$ cat config.mk
export PLATFORM = sky130hd
export DESIGN_NAME = oam_dma_arbiter
export DESIGN_NICKNAME = d
export VERILOG_FILES = /design/src/rtl/nes_bus_pkg.sv /design/src/rtl/dma_bus_mux.sv /design/src/rtl/oam_dma_arbiter.sv
export SDC_FILE = /design/constraint.sdc
export NUM_CORES = 1
export LEC_CHECK = 0
export CORE_ASPECT_RATIO = 0.7
export CORE_MARGIN = 8
export CORE_UTILIZATION = 40
export CTS_CLUSTER_SIZE = 12
export DETAILED_ROUTE_END_ITERATION = 16
export DONT_BUFFER_PORTS = 1
export PLACE_DENSITY = 0.66
export SLEW_MARGIN = 20
export SYNTH_ARGS = -nofsm -noshare
export SYNTH_HDL_FRONTEND = slang
export SYNTH_SLANG_ARGS = --single-unit
$ cat constraint.sdc
create_clock -name clk -period 2.3 [get_ports clk]
set_input_delay 0.46 -clock clk [delete_from_list [all_inputs] [get_ports clk]]
set_output_delay 0.46 -clock clk [all_outputs]
set_load 0.01 [all_outputs]
$ cat src/rtl/nes_bus_pkg.sv
// Shared types and constants for the 2A03 bus arbiter (states, grant codes, register addresses).
// With DMC_DMA_EN defined the state set gains the DMC fetch slot.
package nes_bus_pkg;

  localparam logic [15:0] OAM_DMA_REG_DFLT = 16'h4014;
  localparam logic [15:0] OAMDATA_REG_DFLT = 16'h2004;

  localparam logic RW_READ  = 1'b1;
  localparam logic RW_WRITE = 1'b0;

  typedef enum logic [2:0] {
    ST_IDLE,
    ST_HALT,
    ST_ALIGN,
    ST_READ,
`ifdef DMC_DMA_EN
    ST_DMC_READ,
`endif
    ST_WRITE
  } dma_state_t;

  typedef enum logic [1:0] {
    GNT_CPU  = 2'd0,
    GNT_OAM  = 2'd1,
    GNT_DMC  = 2'd2,
    GNT_NONE = 2'd3
  } bus_gnt_t;

endpackage

$ cat src/rtl/dma_bus_mux.sv
// Combinational bus grant mux: CPU passthrough, OAM DMA drive, DMC fetch drive, or an idle cycle.
module dma_bus_mux
  import nes_bus_pkg::*;
(
  input  bus_gnt_t    gnt,
  input  logic [15:0] cpu_addr,
  input  logic [7:0]  cpu_wdata,
  input  logic        cpu_mem_en,
  input  logic        cpu_rw,
  input  logic [15:0] oam_addr,
  input  logic [7:0]  oam_wdata,
  input  logic        oam_rw,
  input  logic [15:0] dmc_addr,
  output logic [15:0] bus_addr,
  output logic [7:0]  bus_wdata,
  output logic        bus_en,
  output logic        bus_rw
);

  always_comb begin
    bus_addr  = cpu_addr;
    bus_wdata = cpu_wdata;
    bus_en    = cpu_mem_en;
    bus_rw    = cpu_rw;
    case (gnt)
      GNT_OAM: begin
        bus_addr  = oam_addr;
        bus_wdata = oam_wdata;
        bus_en    = 1'b1;
        bus_rw    = oam_rw;
      end
      GNT_DMC: begin
        bus_addr  = dmc_addr;
        bus_wdata = oam_wdata;
        bus_en    = 1'b1;
        bus_rw    = RW_READ;
      end
      GNT_NONE: begin
        // alignment cycle: nobody owns the bus, keep the lines quiet
        bus_addr  = oam_addr;
        bus_wdata = oam_wdata;
        bus_en    = 1'b0;
        bus_rw    = RW_READ;
      end
      default: ;
    endcase
  end

endmodule

$ cat src/rtl/oam_dma_arbiter.sv
// Sprite DMA sequencer and CPU bus arbiter: halts the CPU on a $4014 write and copies a page to $2004.
// Optional DMC sample fetch path enabled with `define DMC_DMA_EN.
module oam_dma_arbiter
  import nes_bus_pkg::*;
#(
  parameter logic [15:0] OAM_DMA_REG = OAM_DMA_REG_DFLT,
  parameter logic [15:0] OAMDATA_REG = OAMDATA_REG_DFLT
) (
  input  logic        clk,
  input  logic        rst,
  input  logic [15:0] cpu_addr,
  input  logic [7:0]  cpu_wdata,
  input  logic        cpu_mem_en,
  input  logic        cpu_rw,
  output logic        cpu_rdy,
  output logic [15:0] bus_addr,
  output logic [7:0]  bus_wdata,
  output logic        bus_en,
  output logic        bus_rw,
  input  logic [7:0]  bus_rdata,
`ifdef DMC_DMA_EN
  input  logic        dmc_req,
  input  logic [15:0] dmc_addr,
  output logic        dmc_ack,
  output logic [7:0]  dmc_data,
`endif
  output logic        dma_busy
);

  dma_state_t  state, state_nxt, slot;
  bus_gnt_t    gnt;
  logic        put;
  logic [7:0]  cnt, page, data;
  logic        oam_trig, cpu_rd, last_wr;
  logic [15:0] oam_addr, dmc_addr_mux;
  logic        oam_rw;

  assign oam_trig = cpu_mem_en && (cpu_rw == RW_WRITE) && (cpu_addr == OAM_DMA_REG);
  assign cpu_rd   = cpu_mem_en && (cpu_rw == RW_READ);
  assign last_wr  = (state == ST_WRITE) && (cnt == 8'hFF);

`ifdef DMC_DMA_EN
  logic dmc_pend, oam_act, dmc_want;
  // a request still held high while dmc_ack is out is the one just served
  assign dmc_want     = dmc_pend || (dmc_req && !dmc_ack && (state != ST_DMC_READ));
  assign slot         = dmc_want ? ST_DMC_READ : ST_READ;
  assign dmc_addr_mux = dmc_addr;
`else
  assign slot         = ST_READ;
  assign dmc_addr_mux = 16'h0000;
`endif

  always_comb begin
    state_nxt = state;
    gnt       = GNT_CPU;
    case (state)
      ST_IDLE: begin
`ifdef DMC_DMA_EN
        if (oam_trig || dmc_want) state_nxt = ST_HALT;
`else
        if (oam_trig) state_nxt = ST_HALT;
`endif
      end
      // the 6502 ignores RDY on write cycles, so only a read ends the halt
      ST_HALT: if (cpu_rd) state_nxt = put ? slot : ST_ALIGN;
      ST_ALIGN: begin
        gnt = GNT_NONE;
`ifdef DMC_DMA_EN
        if (dmc_want)     state_nxt = ST_DMC_READ;
        else if (oam_act) state_nxt = ST_READ;
        else              state_nxt = ST_IDLE;
`else
        state_nxt = ST_READ;
`endif
      end
      ST_READ: begin
        gnt       = GNT_OAM;
        state_nxt = ST_WRITE;
      end
      ST_WRITE: begin
        gnt = GNT_OAM;
`ifdef DMC_DMA_EN
        state_nxt = last_wr ? (dmc_want ? ST_DMC_READ : ST_IDLE) : slot;
`else
        state_nxt = last_wr ? ST_IDLE : ST_READ;
`endif
      end
`ifdef DMC_DMA_EN
      ST_DMC_READ: begin
        gnt       = GNT_DMC;
        state_nxt = ST_ALIGN;
      end
`endif
      default: state_nxt = ST_IDLE;
    endcase
  end

  assign oam_addr = (state == ST_WRITE) ? OAMDATA_REG : {page, cnt};
  assign oam_rw   = (state == ST_WRITE) ? RW_WRITE : RW_READ;

  always_ff @(posedge clk) begin
    if (rst) begin
      state    <= ST_IDLE;
      put      <= 1'b0;
      cnt      <= 8'h00;
      page     <= 8'h00;
      data     <= 8'h00;
      cpu_rdy  <= 1'b1;
      dma_busy <= 1'b0;
    end else begin
      state    <= state_nxt;
      put      <= ~put;
      cpu_rdy  <= (state_nxt == ST_IDLE);
      dma_busy <= (state_nxt != ST_IDLE);
      if (state == ST_IDLE && oam_trig) begin
        page <= cpu_wdata;
        cnt  <= 8'h00;
      end
      if (state == ST_READ)  data <= bus_rdata;
      if (state == ST_WRITE) cnt  <= cnt + 8'd1;
    end
  end

`ifdef DMC_DMA_EN
  always_ff @(posedge clk) begin
    if (rst) begin
      dmc_pend <= 1'b0;
      oam_act  <= 1'b0;
      dmc_ack  <= 1'b0;
      dmc_data <= 8'h00;
    end else begin
      dmc_ack <= (state == ST_DMC_READ);
      if (state == ST_DMC_READ) begin
        dmc_data <= bus_rdata;
        dmc_pend <= 1'b0;
      end else if (dmc_want) begin
        dmc_pend <= 1'b1;
      end
      if (state == ST_IDLE && oam_trig) oam_act <= 1'b1;
      else if (last_wr)                 oam_act <= 1'b0;
    end
  end
`endif

  dma_bus_mux u_mux (
    .gnt        (gnt),
    .cpu_addr   (cpu_addr),
    .cpu_wdata  (cpu_wdata),
    .cpu_mem_en (cpu_mem_en),
    .cpu_rw     (cpu_rw),
    .oam_addr   (oam_addr),
    .oam_wdata  (data),
    .oam_rw     (oam_rw),
    .dmc_addr   (dmc_addr_mux),
    .bus_addr   (bus_addr),
    .bus_wdata  (bus_wdata),
    .bus_en     (bus_en),
    .bus_rw     (bus_rw)
  );

endmodule

Word-level counts from Yosys, hierarchy flattened
Cells that the tools add are included.

Add/sub/neg operators: 1. Eq/ne operators: 9. Mux-type cells: 14. Bitwise operators: 2. Reduce and logical (&&, ||, !) cells: 14.

Operator list (number): case mux 16 bit (2 select lines) (1); two-way mux 8 bit (3); equality test 16 x 15 -> 1 bit (second input constant) (1); two-way mux 16 bit (1); case mux 3 bit (5 select lines) (1); adder 8 x 1 -> 8 bit (second input constant) (1); equality test 8 bit (second input constant) (1); OR reduction 2 bit (4); equality test 3 x 2 -> 1 bit (second input constant) (2); zero test 3 bit (2); two-way mux 3 bit (2); logical AND 1 bit (5); equality test 2 bit (second input constant) (2); case mux 1 bit (2 select lines) (2); case mux 2 bit (2 select lines) (1); equality test 3 x 1 -> 1 bit (second input constant) (1); equality test 3 bit (second input constant) (1); nonzero test 3 bit (1); OR reduction 3 bit (1); equality test 2 x 1 -> 1 bit (second input constant) (1); two-way mux 1 bit (2); two-way mux 2 bit (1); NOT 1 bit (2); nonzero test 2 bit (1).

Flip-flop bits (word level): 30. Logic and storage cells: 47.

Logic depth before layout (Yosys ltp)
Word-level depth: 6. Gate-level depth with buffers: 6. Gate-level depth less buffers: 4.

Hierarchy
From an unflattened synthesis, not the netlist that was laid out.

Cell total of the unflattened synthesis: 268. Area, all modules: 2108.3 sq um.

Modules (own cells, without submodules): oam_dma_arbiter (times used 1, cells each 177, area an instance 1505.2 sq um, seq. area each 600.6 sq um); dma_bus_mux (times used 1, cells each 91, area an instance 603.1 sq um, seq. area each 0.0 sq um).

Worst setup path before layout
Ideal clock, no wire load.

Path type: register -> output. From: reg state[1]. To: out bus_wdata[0]. Arrival: 1.366 ns. Data required time: 1.840 ns. Path slack: 0.474 ns. Stages on the path, launching flop included: 6. Path buffers: 2. Path through: dfxtp_1 buf_2 nor2b_1 buf_2 nor2_2 mux2_2.

Cells in the longest elaborated chain, start to end: 6.

RTL lines: from (decl) (RTL line oam_dma_arbiter.sv:30) `dma_state_t state, state_nxt, slot;`; from (signal assigned) (RTL line oam_dma_arbiter.sv:111) `state <= state_nxt;`; equality test 3 bit or equality test 3 x 2 -> 1 bit (tied branches) (RTL line oam_dma_arbiter.sv:56) `case (state)`; OR reduction 2 bit (no source line); case mux 2 bit (2 select lines) * (RTL line oam_dma_arbiter.sv:56); equality test 2 x 1 -> 1 bit or equality test 2 bit (tied branches) (RTL line dma_bus_mux.sv:25) `case (gnt)`; OR reduction 3 bit (no source line) *; two-way mux 8 bit * (RTL line dma_bus_mux.sv:25); to (decl) (RTL line oam_dma_arbiter.sv:17) `output logic [7:0] bus_wdata,`.

Mark *: on every way between the ends. The rest lies on a longest branch, timed or not.

Worst setup path after layout
From: reg state[1]. To: out bus_en.

Cells in the longest elaborated chain, start to end: 6.

RTL lines: equality test 3 bit or equality test 3 x 2 -> 1 bit (tied branches) (RTL line oam_dma_arbiter.sv:56); OR reduction 2 bit (no source line); case mux 2 bit (2 select lines) * (RTL line oam_dma_arbiter.sv:56); equality test 2 x 1 -> 1 bit or equality test 2 bit (tied branches) (RTL line dma_bus_mux.sv:25); OR reduction 2 bit (no source line); case mux 1 bit (2 select lines) * (RTL line dma_bus_mux.sv:25); to (decl) (RTL line oam_dma_arbiter.sv:18) `output logic bus_en,`.

Marks and branches as above.

==> summary.txt <==
worst min path class: in -> reg
Hold Crit Start: rst
Hold Path Stages: 1
I/O pin count: 64
Main synth FF type: dfxtp_1
Final nets: 263
starting density of the core: 41.19%
cell count after placement: 274
Mapped Area: 1773 sq um
CP endpoint kind: output port
worst reg-to-reg path cell count: 5
CP max stage delay: 0.46 ns
Finished Core Util: 43.58%
setup slack, reg-to-reg: 0.47 ns
syn nets: 270
clock root buffer: clkbuf_8
TritonCTS Sinks: 30
kind of critical path: reg -> out
first-pass GRT wire length: 7679 um
PD cells: 522.7 nW/um^2
Worst Setup Start Kind: flop
Ant. Diodes: 0
maximum net fanout on the critical path: 26
yosys warns: 0
Clock Latency Late Sink: 0.29 ns
Critical Path RT: 1.84 ns
clock tree buffer depth: 2
final count of pins violating max slew: 0
Power Total: 980.4 uW
GRT Total Usage: 14.52%
most frequent cells in the layout: nand2_1 (47), dfxtp_1 (30), nand3_1 (28), o21ai_0 (13), a21oi_1 (12)
PortBufs: 0
Arr. time, crit path: 1.67 ns
FF-to-FF Start: state[2]
status: completed
Fillers: 471
Final Hold Fails: 0
DRC Markers: 0
CTS tree: yes
DIE AREA: 6853 sq um
postcts setup bufs: 0
Clock Pin Slew Worst Setup and Hold Paths: 0.07 ns
Setup WS post-layout: 0.1699 ns
share of cells above drive strength 1: 13.72%
register area share after synthesis: 33.87%
Post-synth EDFFs: 0
wirelength, routed: 4967 um
DRT Pass-1 Iters: 4
Slew HR: 57.63%
total core area: 4304 sq um
via count: 1620
post-synth cell types: 40
leading cell type in the layout, fill and taps excluded: nand2_1
vias per inst: 5.765
grt ovf: 0
Die Span X: 95.58 um
gpl congestion: 0.8111
Hold EP: dma_busy
die height: 71.70 um
critical path cell sequence: nor2b_2 -> buf_4 -> nand2_2 -> o211ai_1
Max Clock Freq: 0.4695 GHz
register bit total from synthesis: 30
fin cells: 281
Final TNS setup: 0 ns
Setup Skew: 0.004635 ns
ANT nets after route: 0
Layout area overhead: 5.787%
CTS Buf Count: 5
Synth async-reset ratio: 0%
RSZ-0062 raised after global routing: no
Cells after Synth: 233
Final Critical Period: 2.130 ns
Tightest Pin Transition: 0.6356 ns
Detail Placement HPWL: 3704 um
Crit-path slowest cell: dfxtp_1
initial antenna violation count: 0
dpl ws: 0.3691 ns
wire per inst: 17.68 um
max_cap viols: 0
H-tree levels: 2
Final Setup Violations: 0
Worst IR Drop VDD: 0.2213 mV
Leak Pwr: 0.6793 nW
largest net degree at the start of global routing: 39
DRT iter0 DRCs: 159
worst r2r dst: cpu_rdy
placement row count: 20
vias in the first global route: 1467
Period Utilization, post-route: 92.61%
average cell area after synthesis: 7.609 sq um
-- sequential cells by signal (all words and copies together) (netlist names) --
| signal | cells |
|---|---|
| cnt | 8 |
| data | 8 |
| page | 8 |
| state | 3 |
| cpu_rdy | 1 |
| dma_busy | 1 |
| put | 1 |
-- where the power goes --
part | internal (mW) | switching [mW] | leakage, nW
sequential | 0.521 | 0.000529 | 0.242
combinational | 0.0226 | 0.0331 | 0.394
clock | 0.203 | 0.201 | 0.0438
total | 0.746 | 0.235 | 0.679
-- worst max-delay path by stage --
stage | cells after the start | end | start | slack (ns)
2_1_floorplan | 5 | bus_wdata[0] | state[1] | 0.47
3_5_place_dp | 4 | bus_en | state[1] | 0.37
5_1_grt | 4 | bus_en | state[1] | 0.03
3_3_place_gp | 4 | bus_en | state[1] | 0.41
4_1_cts | 4 | bus_en | state[1] | 0.04
6_report | 4 | bus_en | state[1] | 0.17
-- cell usage after synthesis (2+ instances only) --
cell      number  area (sq um)
nor2b_1       10         62.56
o21ai_0       13         65.06
nor2_1         6         22.52
nand4_1        2         12.51
nor3_1         2         10.01
inv_1          2         7.510
a21o_1         2         15.01
nor4b_4        2         47.55
mux2_2         8         90.09
nor3b_1        2         15.01
buf_2          4         20.02
nand3_1       28         140.1
nand3b_1       2         15.01
a21oi_1       12         60.06
o211ai_1       6         45.04
a311o_1        2         20.02
a31oi_1        4         25.02
nand2b_1       9         56.30
buf_6          2         22.52
and3_1         2         12.51
dfxtp_1       30         600.6
o21ai_1        4         20.02
or3_1          2         12.51
nand2_1       48         180.2
clkbuf_1      13         48.80
xnor2_1        2         17.52
-- cells by family (layout without fill, tap and decap cells) --
logic type	after synthesis	after routing	synth area share [%]
compound gates	44	44	14.96
xor+xnor	3	3	1.482
fa+ha+maj	1	1	0.7056
buf+inv	22	15	5.787
flops	30	30	33.87
mux	8	8	5.081
simple gates	125	125	38.11
-- through the flow --
stage / instance area [sq um] / hold slack [ns]
after global placement: 1794 / 0.3976
final: 1876 / 0.2400
after CTS: 1873 / 0.2266
after floorplan: 1773 / 0.3925
after detailed placement: 1794 / 0.4011
after global routing: 1876 / 0.2257
-- layout make-up --
type	instances	area [sq um]	area share, %
clock inverters	2	10.01	0.5337
clock buffers	5	68.82	3.669
well taps	55	68.82	3.669
flip-flops and latches	30	600.6	32.02
inverters	2	7.507	0.4003
multi-input cells	181	1075	57.30
repair buffers	6	45.04	2.402
-- routing by layer --
metal | vias to the layer above | wire length [um] | track usage [%]
met5 | - | 0 | 0
met4 | 0 | 98 | 6.452
met2 | 69 | 2037 | 18.82
met3 | 10 | 662 | 7.620
met1 | 749 | 2169 | 19.08
li1 | 792 | - | -
-- critical path, delay by kind of cell, from the launching register on --
family / cells / cell delay, ns
AND/OR/NAND/NOR: 2 / 0.42
AO/OA/AOI/OAI: 1 / 0.21
buffers and inverters: 1 / 0.30
flip-flops: 1 / 0.46
-- what timing repair did --
action,4_1_cts,5_1_grt
setup endpoints to repair,0,15
hold buffers,0,0
gates resized for setup,0,2
(Power assumes the default switching activity.)
==> RTL change 1 (same flow settings) <==
Encoding of `dma_state_t`: now Gray code (3 bits for 5 states).
--- a/src/rtl/nes_bus_pkg.sv
+++ b/src/rtl/nes_bus_pkg.sv
@@ -11,6 +11,6 @@
   typedef enum logic [2:0] {
-    ST_IDLE,
-    ST_HALT,
-    ST_ALIGN,
-    ST_READ,
+    ST_IDLE  = 3'b000,
+    ST_HALT  = 3'b001,
+    ST_ALIGN = 3'b011,
+    ST_READ  = 3'b010,
 `ifdef DMC_DMA_EN
@@ -18,3 +18,3 @@
 `endif
-    ST_WRITE
+    ST_WRITE = 3'b110
   } dma_state_t;
Check against the original RTL: no difference found for any inputs over 10 cycles, from zero or initial values and one cycle with rst high; not proved beyond that.
==> RTL change 1 against the original RTL <==
  * Sequential cell count unchanged
  * Non-clock buffer count is 4 lower
  * Sequential share of layout area grew 1.1 points
  * Total power grew 11%
  * Setup slack better by 21 ps
  * First-iteration DRC count shrank 54%
  * Register-to-register slack improved by 120 ps
  * Synthesized area shrank 5.2%
  * Cell area is 3.3% lower
  * Die area is 4.2% lower
  * Clock skew shrank 1.9 ps
  * Count of clock-buffer cells in the layout rose by 3
  * Routed wire length is 9.6% lower
  * Fmax grew 0.98%
==> RTL change 1: results (changes against the original RTL) <==
Status
  • Outcome: completed

Final layout
  • Biggest regs: cnt x8, data x8, page x8
  • Layout cells sized above 1: 14.3% (+0.57 points)
  • Fillers: 414 (-12%)
  • Nets: 211 (-20%)
  • Diodes inserted: 0 (unchanged)

Power and ir drop
  • Peak supply drop: 0.325 mV (+47%)
  • LEAKAGE: 0.687 nW (+1.1%)

Worst setup path
  • Reg-to-reg startpoint: state[0]
  • CP Data Arrival Time: 1650 ps (-20 ps)
  • Worst Setup SP: state[2]

Synthesis
  • Synth top cells by count: dfxtp_1 (30), nand2b_1 (18), mux2i_1 (16)
  • Largest cells by area after synthesis: dfxtp_1 (36%), mux2i_1 (9.5%), a22o_1 (7.3%), nand2b_1 (6.7%), mux2_2 (5.4%)
  • Post-synth top flop: dfxtp_1
  • Cell variety after synth: 40 (unchanged)
  • Synth Warn #: 0 (unchanged)
  • Sequential fraction of the synthesis area: 35.7% (+1.9 points)

Worst hold path
  • Worst hold path type: input pin to flip-flop
  • Hold Startpoint: rst

Clock network
  • H-tree levels: 2 (unchanged)
  • Clk_lat worst skew: 290 ps (about the same)
  • CTS sink cnt: 30 (unchanged)
  • Worst-case clock buffer depth: 2 (unchanged)
  • Num CTS Buffers: 5 (unchanged)
  • CTS root buffer: clkbuf_8

Placed design
  • Setup Slack @ Placement: 359 ps (-10.3 ps)
  • GP Congestion: 0.757 (-6.7%)
  • Dpl hpwl: 3.38 mm (-8.7%)

GRT
  • Met3 usage: 5.98% (-1.6 points)
  • Grt met2 use: 19.7% (+0.92 points)
  • Vias in the first global route: 1300 (-11%)
  • M1 GR Usage: 17.3% (-1.7 points)
  • First-pass GRT wire length: 7.10 mm (-7.5%)
  • Pin count of the biggest net entering global routing: 40 (+2.6%)
  • GRT Resource Usage Total: 13.9% (-0.60 points)
  • Initial antenna violation count: 0 (unchanged)

Detailed routing
  • Final WL: 4.49 mm (-9.6%)
  • DRT Pass-1 Iters: 4 (unchanged)
  • Drt initial violations: 73 (-54%)
  • Vias per inst: 5.78 (+0.33%)

Timing
  • Relative slew slack: 68.7% (+11 points)
  • Clock Skew: 2.69 ps (-1.95 ps)
[RTL change 1: cell types whose count changed in the layout (fill, tap and decap cells not counted), moves of 9 or more]
| cell | change |
|---|---|
| nand2b_1 | +9 |
| nand3_1 | -24 |
| a22o_1 | +14 |
| mux2i_1 | +16 |
| nand2_1 | -37 |
| a21oi_1 | -10 |
| o21ai_0 | -11 |
[RTL change 1: layout make-up]
cell class | instances | share of cell area, %
Timing Repair Buffer | 2 | 0.828
Multi-Input combinational cell | 135 | 56.4
Sequential cell | 30 | 33.1
Tap cell | 52 | 3.59
Clock buffer | 8 | 6.07
[RTL change 1: per-stage QoR]
| step | area (um^2) | util, % | hold WS (ps) | std cells | power, mW |
|---|---|---|---|---|---|
| detailed placement | 1700 | 42.8 | 401 | 219 | 0.595 |
| global placement | 1700 | 42.8 | 398 | 219 | 0.594 |
| global route | 1810 | 45.7 | 228 | 227 | 1.12 |
| CTS | 1810 | 45.5 | 229 | 227 | 1.10 |
| floorplan | 1680 | - | 393 | 176 | 0.593 |
| finish | 1810 | 45.7 | 235 | 227 | 1.09 |
[RTL change 1: power breakdown]
part / internal, mW / total, mW / switching (mW)
logic: 0.0294 / 0.0608 / 0.0315
clock network: 0.302 / 0.507 / 0.206
registers: 0.521 / 0.521 / 0.000499
[RTL change 1: cell families after synthesis]
group	count (synthesis)	synth area share [%]
flops	30	35.7
compound gates	32	14.3
xor+xnor	1	0.521
mux	24	14.9
simple gates	77	30.1
buf+inv	11	3.72
fa+ha+maj	1	0.744
[RTL change 1: metal layers]
| layer | wire length (um) | vias to the layer above |
|---|---|---|
| li1 | - | 642 |
| met1 | 1900 | 606 |
| met2 | 2090 | 54 |
| met3 | 399 | 11 |
| met4 | 103 | 0 |
| met5 | 0 | - |
[RTL change 1: what timing repair did]
item                       4_1_cts  5_1_grt
hold buffers                     0        0
setup endpoints to repair        0        8
gates resized for setup          0        1
[RTL change 1: path summary, 6_finish.rpt]
path	slack, ps	endpoint	depth (start not counted)
hold / removal	230	data[0]	1
setup / recovery	190	bus_wdata[6]	3
hold reg to reg	410	put	1
setup reg to reg	590	page[4]	5
[RTL change 1: worst max-delay path: stages, from the launching register on]
cell and delay, ps:
dfxtp_1 500, nand2_1 140, nand2_4 290, mux2_2 420
==> RTL change 2 (same settings) <==
Without the edit above. Build with the macro `DMC_DMA_EN` defined.
--- a/src/rtl/nes_bus_pkg.sv
+++ b/src/rtl/nes_bus_pkg.sv
@@ -2,2 +2,4 @@
 // With DMC_DMA_EN defined the state set gains the DMC fetch slot.
+`define DMC_DMA_EN
+
 package nes_bus_pkg;
Interface: changed (added dmc_ack, dmc_addr, dmc_data and dmc_req); port bits go from 64 to 90. No check against the original RTL was run, so the function may have changed too.
==> RTL change 2 against the original RTL <==
  * The flow now finishes with violations (setup timing)
  * Critical path depth up 4
  * Routed wire length up 41%
  * Sequential cell count rose by 11
  * Total power grew 57%
  * Core utilization rose by 7.7 points
  * Setup slack worse by 370 ps
  * Synthesized area up 30%
  * Count of clock-buffer cells in the layout is 2 higher
  * Cell area up 54%
  * Non-clock buffer count rose by 31
  * Critical path type unchanged
  * Critical endpoint is now bus_addr[2]
  * Largest power group unchanged
==> RTL change 2: results (changes against the original RTL) <==
GRT
  • GRT Resource Usage Total: 16.0% (+1.4 points)
  • First-pass GRT wire length: 10.9 mm (+42%)
  • Pin count of the biggest net entering global routing: 38 (-2.6%)
  • Vias in the first global route: 2003 (+37%)
  • Initial antenna violation count: 0 (unchanged)

Synthesis
  • Synth Warn #: 0 (unchanged)
  • Post-synth top flop: dfxtp_1
  • Largest cells by area after synthesis: dfxtp_1 (36%), mux2i_1 (7.0%), mux2_2 (5.4%), nand2_1 (5.1%), nor2_1 (4.7%)
  • Sequential fraction of the synthesis area: 35.7% (+1.8 points)
  • Ys async rst share: 0% (unchanged)
  • Syn nets: 333 (+23%)
  • Synth top cells by count: dfxtp_1 (41), nand2_1 (31), nor2_1 (29)
  • Cell variety after synth: 47 (+18%)
  • Syn Area/Cell: 8.39 um^2 (+10%)

Clock network
  • Clk_lat worst skew: 290 ps (about the same)
  • CTS root buffer: clkbuf_8
  • Num CTS Buffers: 5 (unchanged)
  • Worst-case clock buffer depth: 2 (unchanged)
  • Worst-path clk slew: 80 ps
  • H-tree levels: 2 (unchanged)

Detailed routing
  • Drt initial violations: 137 (-14%)
  • Drt wl/cell: 18.8 um (+6.6%)
  • Routed vias: 2131 (+32%)
  • DRT Pass-1 Iters: 4 (unchanged)
  • Final WL: 7.01 mm (+41%)

Worst setup path
  • Crit-path max FO: 5 (-81%)
  • Max incr delay on CP: 380 ps (-80 ps)
  • CP max-delay cell: dfxtp_4
  • Reg-to-reg startpoint: state[0]
  • CP endpoint: bus_addr[2]
  • CP Data Arrival Time: 2040 ps (+370 ps)
  • Worst r2r path cells: 6 (+1)
  • FF-to-FF End: page[2]
  • Reg-to-reg slack, setup: 400 ps (-70 ps)
  • Worst Setup SP: state[1]

Timing
  • Setup TNS Final: -3380 ps (-3380 ps)
  • Clock Skew: 5.11 ps (+0.471 ps)
  • Final WS setup: -203 ps (-373 ps)
  • Relative slew slack: 62.6% (+5.0 points)
  • Setup Viol. Count Final: 26 (+26)

Worst hold path
  • Worst hold path type: input pin to flip-flop

Status
  • Failing checks: setup timing
  • Outcome: complete, but fails checks

Final layout
  • Nets: 355 (+35%)
  • Area of the multi-input gates: 1500 um^2 (+40%)
  • Diodes inserted: 0 (unchanged)
  • Fillers: 522 (+11%)
  • Layout cells sized above 1: 26.6% (+13 points)

Power and ir drop
  • Peak supply drop: 0.321 mV (+45%)
  • LEAKAGE: 1.05 nW (+55%)

Placed design
  • Dpl hpwl: 5.30 mm (+43%)
  • Setup Slack @ Placement: -28.0 ps (-397 ps)
  • I/O Buffers: 0 (unchanged)
  • Area after DPL: 2550 um^2 (+42%)
  • GP Congestion: 0.819 (+0.92%)

Die
  • Initial Util: 40.8% (-0.42 points)
-- RTL change 2: what timing repair did --
action,CTS,global route
setup buffers,5,0
pin swaps,6,8
endpoints found under the setup margin,26,26
resized for setup,36,10
hold buffers,0,0
gates cloned,0,0
-- RTL change 2: critical path, delay by kind of cell, from the launching register on --
family / cells / cell delay (ps)
adders and majority gates: 2 / 410
DFF: 1 / 380
buffers and inverters: 3 / 310
AOI/OAI and AO/OA: 2 / 340
muxes: 1 / 300
-- RTL change 2: worst min path at each step --
stage	startpoint	to	slack [ps]	depth (start not counted)
after floorplan	put	put	430	1
after detailed placement	data[0]	data[0]	440	2
after global placement	data[0]	data[0]	450	2
final	rst	dmc_data[7]	230	1
after CTS	rst	put	220	1
after global routing	rst	dmc_data[7]	210	1
-- RTL change 2: layout make-up --
| type | instances | share of cell area, % |
|---|---|---|
| clock inverter | 1 | 1.04 |
| sequential | 41 | 28.7 |
| timing repair buffer | 37 | 11.6 |
| multi-input combinational | 208 | 51.9 |
| tap | 75 | 3.25 |
| clock buffer | 7 | 2.99 |
| inverter | 3 | 0.476 |
-- RTL change 2: power by group --
| part | internal, mW | switching (mW) |
|---|---|---|
| combinational | 0.102 | 0.102 |
| sequential | 0.721 | 0.0177 |
| clock | 0.354 | 0.245 |
-- RTL change 2: logic make-up after synthesis --
family | after synthesis | synth area share [%]
simple gates | 103 | 22.5
flops | 41 | 35.7
compound gates | 71 | 20.7
xor+xnor | 1 | 0.381
mux | 27 | 12.4
buf+inv | 25 | 5.06
fa+ha+maj | 6 | 3.26
-- RTL change 2: per-layer routing --
layer / vias to the layer above / track usage (%) / part of all wire, %
met5: - / 0 / 0
met4: 0 / 2.94 / 0.77
met3: 9 / 7.18 / 14
met2: 111 / 23.5 / 41
met1: 984 / 21.1 / 45
li1: 1027 / - / -
